### src/rtl/sirv_tl_fragmenter_a.sv
// Splits multi-byte TileLink A requests into single-byte beats for an 8-bit port
// and folds the per-byte D responses back into one response per original request.
module sirv_tl_fragmenter_a #(
  parameter int MAX_SIZE = 6
) (
  input  logic        clock,
  input  logic        rst_n,

  output logic        io_repeat,

  output logic        io_in_a_ready,
  input  logic        io_in_a_valid,
  input  logic [2:0]  io_in_a_opcode,
  input  logic [2:0]  io_in_a_param,
  input  logic [2:0]  io_in_a_size,
  input  logic [1:0]  io_in_a_source,
  input  logic [29:0] io_in_a_address,
  input  logic        io_in_a_mask,
  input  logic [7:0]  io_in_a_data,

  input  logic        io_out_a_ready,
  output logic        io_out_a_valid,
  output logic [2:0]  io_out_a_opcode,
  output logic [2:0]  io_out_a_param,
  output logic [2:0]  io_out_a_size,
  output logic [2:0]  io_out_a_source,
  output logic [29:0] io_out_a_address,
  output logic        io_out_a_mask,
  output logic [7:0]  io_out_a_data,

  output logic        io_out_d_ready,
  input  logic        io_out_d_valid,
  input  logic [2:0]  io_out_d_opcode,
  input  logic [1:0]  io_out_d_param,
  input  logic [2:0]  io_out_d_size,
  input  logic [2:0]  io_out_d_source,
  input  logic        io_out_d_sink,
  input  logic [7:0]  io_out_d_data,
  input  logic        io_out_d_error,

  input  logic        io_in_d_ready,
  output logic        io_in_d_valid,
  output logic [2:0]  io_in_d_opcode,
  output logic [1:0]  io_in_d_param,
  output logic [2:0]  io_in_d_size,
  output logic [1:0]  io_in_d_source,
  output logic        io_in_d_sink,
  output logic [7:0]  io_in_d_data,
  output logic        io_in_d_error
);

  logic [MAX_SIZE-1:0] cnt;
  logic [MAX_SIZE-1:0] lim;
  logic [2:0]          size_tab [4];
  logic [3:0]          err_sticky;

  logic is_get;
  logic is_pass;
  logic last;
  logic a_fire;

  logic [1:0] d_src;
  logic       d_lb;
  logic       drop;
  logic       d_fire;

  // The slave's response size is per-byte; the master sees the recorded size instead.
  logic unused_d_size;
  assign unused_d_size = ^io_out_d_size;

  // ---------------- A channel ----------------
  assign is_get  = (io_in_a_opcode == 3'd4);
  assign is_pass = (io_in_a_opcode >= 3'd5);

  // Shifted all-ones mask equals (1<<size)-1 truncated; oversize requests saturate to all ones.
  assign lim  = ~({MAX_SIZE{1'b1}} << io_in_a_size);
  assign last = is_pass | (cnt == lim);

  assign a_fire    = io_out_a_valid & io_out_a_ready;
  assign io_repeat = io_in_a_valid & is_get & ~last;

  assign io_out_a_valid   = io_in_a_valid;
  assign io_in_a_ready    = io_out_a_ready;
  assign io_out_a_opcode  = io_in_a_opcode;
  assign io_out_a_param   = io_in_a_param;
  assign io_out_a_size    = is_pass ? io_in_a_size : 3'd0;
  assign io_out_a_source  = {last, io_in_a_source};
  assign io_out_a_address = io_in_a_address | {{(30-MAX_SIZE){1'b0}}, cnt};
  assign io_out_a_mask    = is_get ? 1'b1 : io_in_a_mask;
  assign io_out_a_data    = io_in_a_data;

  always_ff @(posedge clock or negedge rst_n) begin
    if (!rst_n) begin
      cnt <= '0;
    end else if (a_fire) begin
      if (last) cnt <= '0;
      else      cnt <= cnt + {{(MAX_SIZE-1){1'b0}}, 1'b1};
    end
  end

  always_ff @(posedge clock or negedge rst_n) begin
    if (!rst_n) begin
      for (int i = 0; i < 4; i++) size_tab[i] <= 3'd0;
    end else if (a_fire && (cnt == '0)) begin
      size_tab[io_in_a_source] <= io_in_a_size;
    end
  end

  // ---------------- D channel ----------------
  assign d_src = io_out_d_source[1:0];
  assign d_lb  = io_out_d_source[2];

  // Acks for non-final Put fragments are swallowed; their errors are remembered.
  assign drop   = (io_out_d_opcode == 3'd0) & ~d_lb;
  assign d_fire = io_out_d_valid & io_out_d_ready;

  assign io_out_d_ready = drop ? 1'b1 : io_in_d_ready;
  assign io_in_d_valid  = io_out_d_valid & ~drop;
  assign io_in_d_opcode = io_out_d_opcode;
  assign io_in_d_param  = io_out_d_param;
  assign io_in_d_size   = size_tab[d_src];
  assign io_in_d_source = d_src;
  assign io_in_d_sink   = io_out_d_sink;
  assign io_in_d_data   = io_out_d_data;
  assign io_in_d_error  = io_out_d_error | err_sticky[d_src];

  always_ff @(posedge clock or negedge rst_n) begin
    if (!rst_n) begin
      err_sticky <= 4'd0;
    end else if (d_fire) begin
      if (drop) begin
        if (io_out_d_error) err_sticky[d_src] <= 1'b1;
      end else if (d_lb) begin
        err_sticky[d_src] <= 1'b0;
      end
    end
  end

endmodule

### config.mk
export PLATFORM = sky130hd
export DESIGN_NAME = sirv_tl_fragmenter_a
export DESIGN_NICKNAME = d
export VERILOG_FILES = /design/src/rtl/sirv_tl_fragmenter_a.sv
export SDC_FILE = /design/constraint.sdc
export NUM_CORES = 1
export LEC_CHECK = 0
export CAP_MARGIN = 0
export CORE_ASPECT_RATIO = 1.2
export CORE_MARGIN = 5
export CORE_UTILIZATION = 33
export CTS_BUF_LIST = sky130_fd_sc_hd__clkbuf_4
export CTS_CLUSTER_SIZE = 40
export DETAILED_ROUTE_END_ITERATION = 10
export GPL_ROUTABILITY_DRIVEN = 0
export GPL_TIMING_DRIVEN = 0
export PLACE_DENSITY = 0.82
export RECOVER_POWER = 25
export SLEW_MARGIN = 0
export SYNTH_ARGS = -nofsm -noshare
export SYNTH_HDL_FRONTEND = slang
export SYNTH_SLANG_ARGS = --single-unit
### constraint.sdc
create_clock -name clock -period 2.8 [get_ports clock]
set_input_delay 0.7 -clock clock [delete_from_list [all_inputs] [get_ports clock]]
set_output_delay 0.7 -clock clock [all_outputs]
set_load 0.02 [all_outputs]
==> results by group, run 1 <==
Outcome
  • Result of the run: completed

Hold path
  • Class of the tightest hold or removal check: reg2reg

Cells and area
  • Layout Utilization: 56.0%
  • Final net count: about 380
  • Antenna cell count: 0
  • Non-Filler Cell Area, Final: 2990 sq um
  • Final cell count without fillers: 357
  • Post-synthesis to final-layout area growth: 62.8%
  • Proportion of layout cells with a drive suffix above 1: slightly below 40%

Setup path
  • Category of the most critical setup path: in2out
  • CP Data Required Time: 2.10 ns
  • Kind of start point of the critical path: input port
  • Crit path DAT: ~2 ns
  • Largest driver fanout on the critical path: 4
  • Critical path capture point type: output pin

Detailed routing
  • Routed WL: 5030 um
  • Post-route DRC: 0
  • Via/cell ratio: 4.75
  • Via count: ~1700
  • DRT iter0 DRCs: 36
  • Post-detailed-route wirelength per cell: 14.1 um
  • Number of optimization iterations in the first detailed-route pass: 4
  • Antenna viol nets, final: 0

Power
  • Static leakage: 0.00136 uW
  • Post-layout total power: roughly 1400 uW
  • Pwr/cell area: about 470 nW/um^2
  • Worst IR drop on VDD: a little over 0.2 mV

Synthesis
  • Parity-gate share of the synthesized area counting xor and xnor cells: 2.39%
  • Share of the synthesized area in the top cell type: 30.0%
  • Summed instance area of the synthesized netlist: ~1800 sq um
  • Post-Syn Nets: 264
  • Cell type contributing the most total cell area after synthesis: dfrtp_1
  • Fraction of registers with async set/reset: 100%
  • Cells taking the most area after synthesis: dfrtp_1 (30%), buf_4 (24%), mux2_2 (9.8%), mux4_2 (4.9%), or2_2 (2.7%)
  • Average size of a mapped cell: 9.92 sq um
  • Portion of netlist area occupied by mux cells: between 10% and 20%
  • Warnings, synthesis: 0
  • Post-synth cell types: 41
  • Simple-Gate Fraction of Synth Area: approximately 16%
  • Number of enable-type register cells in the synthesized netlist: 0
  • Synth Area in Adders: 1.36%
  • Top_reg_cell synth: dfrtp_1
  • Dominant combinational cell family by area after synthesis: buffers and inverters
  • Instance count of the mapped netlist: between 150 and 200
  • Sequential share of the synthesized area: 30.0%
  • Seq cells post-synth: 22
  • Compound-cell area share of the yosys netlist: 7.77%

STA
  • Worst setup skew after layout: 0.000570 ns
  • Max-slew headroom at the worst pin: 35.7%
  • Setup violations, final: 0
  • Max Slew Vio Count: 0
  • Fraction of the cycle the final worst path needs: 98.1%
  • Maximum operating frequency: 0.364 GHz
  • Final Hold Fails: 0
  • Slew @ Worst Pin: 0.961 ns
  • Unrepaired setup endpoints after global routing: false
  • Minimum setup slack in the final design: 0.0532 ns
  • Min cycle time layout: 2.75 ns

Global routing
  • Antenna violations before repair: 0
  • Global-route wire length before repair: 7980 um
  • Number of global-route vias before repair: between 1500 and 2000
  • GR Overflow Total: 0
  • Largest net degree at the start of global routing: 23
  • Global-route usage over all layers: between 10% and 20%

Clocking
  • CTS tree: built
  • Number of H-tree branching levels: 1
  • Clk sink count: 22
  • Maximum root-to-sink buffer count: 2
  • CTS Buf Count: 3
  • Clock Pin Slew Worst Setup and Hold Paths: 0.11 ns
  • Root Buffer Master: clkbuf_4
  • Clock insertion delay at the later pin of the skew report: between 0.2 and 0.3 ns

Flow run
  • Number of maximum-capacitance constraint violations: 0

Place
  • Cell area after placement: 2910 sq um
  • Placed Cells incl. Taps: 347
  • Worst setup slack after placement: -0.864 ns
  • Placed wire-length estimate: about 4100 um
  • Count of input and output buffers: 100

Die
  • IO Count: 153
  • Cell row count: 29
  • Die Area: 7160 sq um
  • Initial standard-cell utilization of the core: between 30% and 40%
  • Die W: 78.1 um
  • Vertical die dimension: 91.7 um
  • Core Area: 5330 sq um
## critical path, cell delays in order
cell and delay [ns]:
buf_2 0.12, or4b_4 0.51, a211oi_2 0.19, o22a_2 0.21
a21o_1 0.12, buf_4 0.10, buf_6 0.10
## worst paths after layout
| check | end | depth (start not counted) | startpoint | slack (ns) |
|---|---|---|---|---|
| worst max-delay path | io_out_a_source[2] | 7 | io_in_a_size[2] | 0.05 |
| worst min register to register | size_tab[9] | 1 | size_tab[9] | 0.52 |
| worst min-delay path | size_tab[9] | 1 | size_tab[9] | 0.52 |
| min in group asynchronous | size_tab[7] | 1 | rst_n | 0.99 |
| worst max register to register | cnt[1] | 6 | cnt[1] | 0.84 |
| max in group asynchronous | cnt[1] | 1 | rst_n | 1.17 |
## metrics by stage
| step | TNS, ns | hold WS [ns] |
|---|---|---|
| 5_1_grt | 0 | 0.535 |
| 2_1_floorplan | 0 | 0.404 |
| 6_report | 0 | 0.515 |
| 4_1_cts | 0 | 0.518 |
| 3_5_place_dp | -3.02 | 0.492 |
| 3_3_place_gp | -2.90 | 0.481 |
## layout make-up
class                           instances  area [sq um]
Multi-Input combinational cell         93           797
Fill cell                             464          2350
Timing Repair Buffer                  107          1040
Sequential cell                        22           553
Clock buffer                            3          22.5
Buffer                                 67           489
Tap cell                               62          77.6
Inverter                                3          11.3
## power by group
| part | internal (uW) | switching (uW) |
|---|---|---|
| clock | 50.1 | 86.6 |
| combinational | 440 | 343 |
| sequential | 429 | 52.7 |
## Yosys cell counts, types with 3 or more instances
master,instances
mux4_2,4
o21ai_0,4
buf_2,4
dfrtp_1,22
a211oi_1,5
buf_4,59
inv_1,3
clkbuf_1,3
nand3_1,6
or2_2,8
mux2_2,16
xor2_1,4
nand2_1,3
and2_1,3
nand4_1,4
nor2_1,4
## per-layer routing
metal / up-vias / wire [um] / global-route usage (%)
li1: 811 / - / -
met1: 774 / 1810 / 14.7
met2: 99 / 2590 / 23.5
met3: 10 / 548 / 3.24
met4: 0 / 84 / 4.65
met5: - / 0 / 0
## cell families (layout without fill, tap and decap cells)
logic type / count (synthesis) / count (layout)
xor+xnor: 5 / 5
flops: 22 / 22
compound gates: 20 / 20
simple gates: 45 / 45
fa+ha+maj: 2 / 2
mux: 21 / 21
buf+inv: 70 / 180
## cells in the final DEF, fill, tap and decap left out, drive strengths merged, types with 2 or more instances in the layout
master	count
mux4	4
clkbuf	7
buf	74
dlygate4sd2	6
xor2	4
inv	3
ha	2
and3	2
nand4	4
mux2	16
nand2	3
and2	4
nor4	2
nand3b	2
nand4b	2
nand3	6
o21ai	4
clkdlybuf4s50	87
a211oi	5
a21o	2
a21oi	2
dfrtp	22
a22oi	2
nor3	2
dlygate4sd3	2
or2	8
nor2	4
## repair_timing
item                       4_1_cts  5_1_grt
hold buffers                     0        0
gates resized for setup         32        2
setup endpoints to repair       11        3
setup buffers                    4        3
pin swaps                        4        2
Power figures use the tool's default switching activity.
==> run 2: changes to the inputs <==
HOLD_SLACK_MARGIN = 0.08   (was not set)
==> results of run 2 <==
Same layout as run 1: the final DEF is identical, and so are final timing and power.
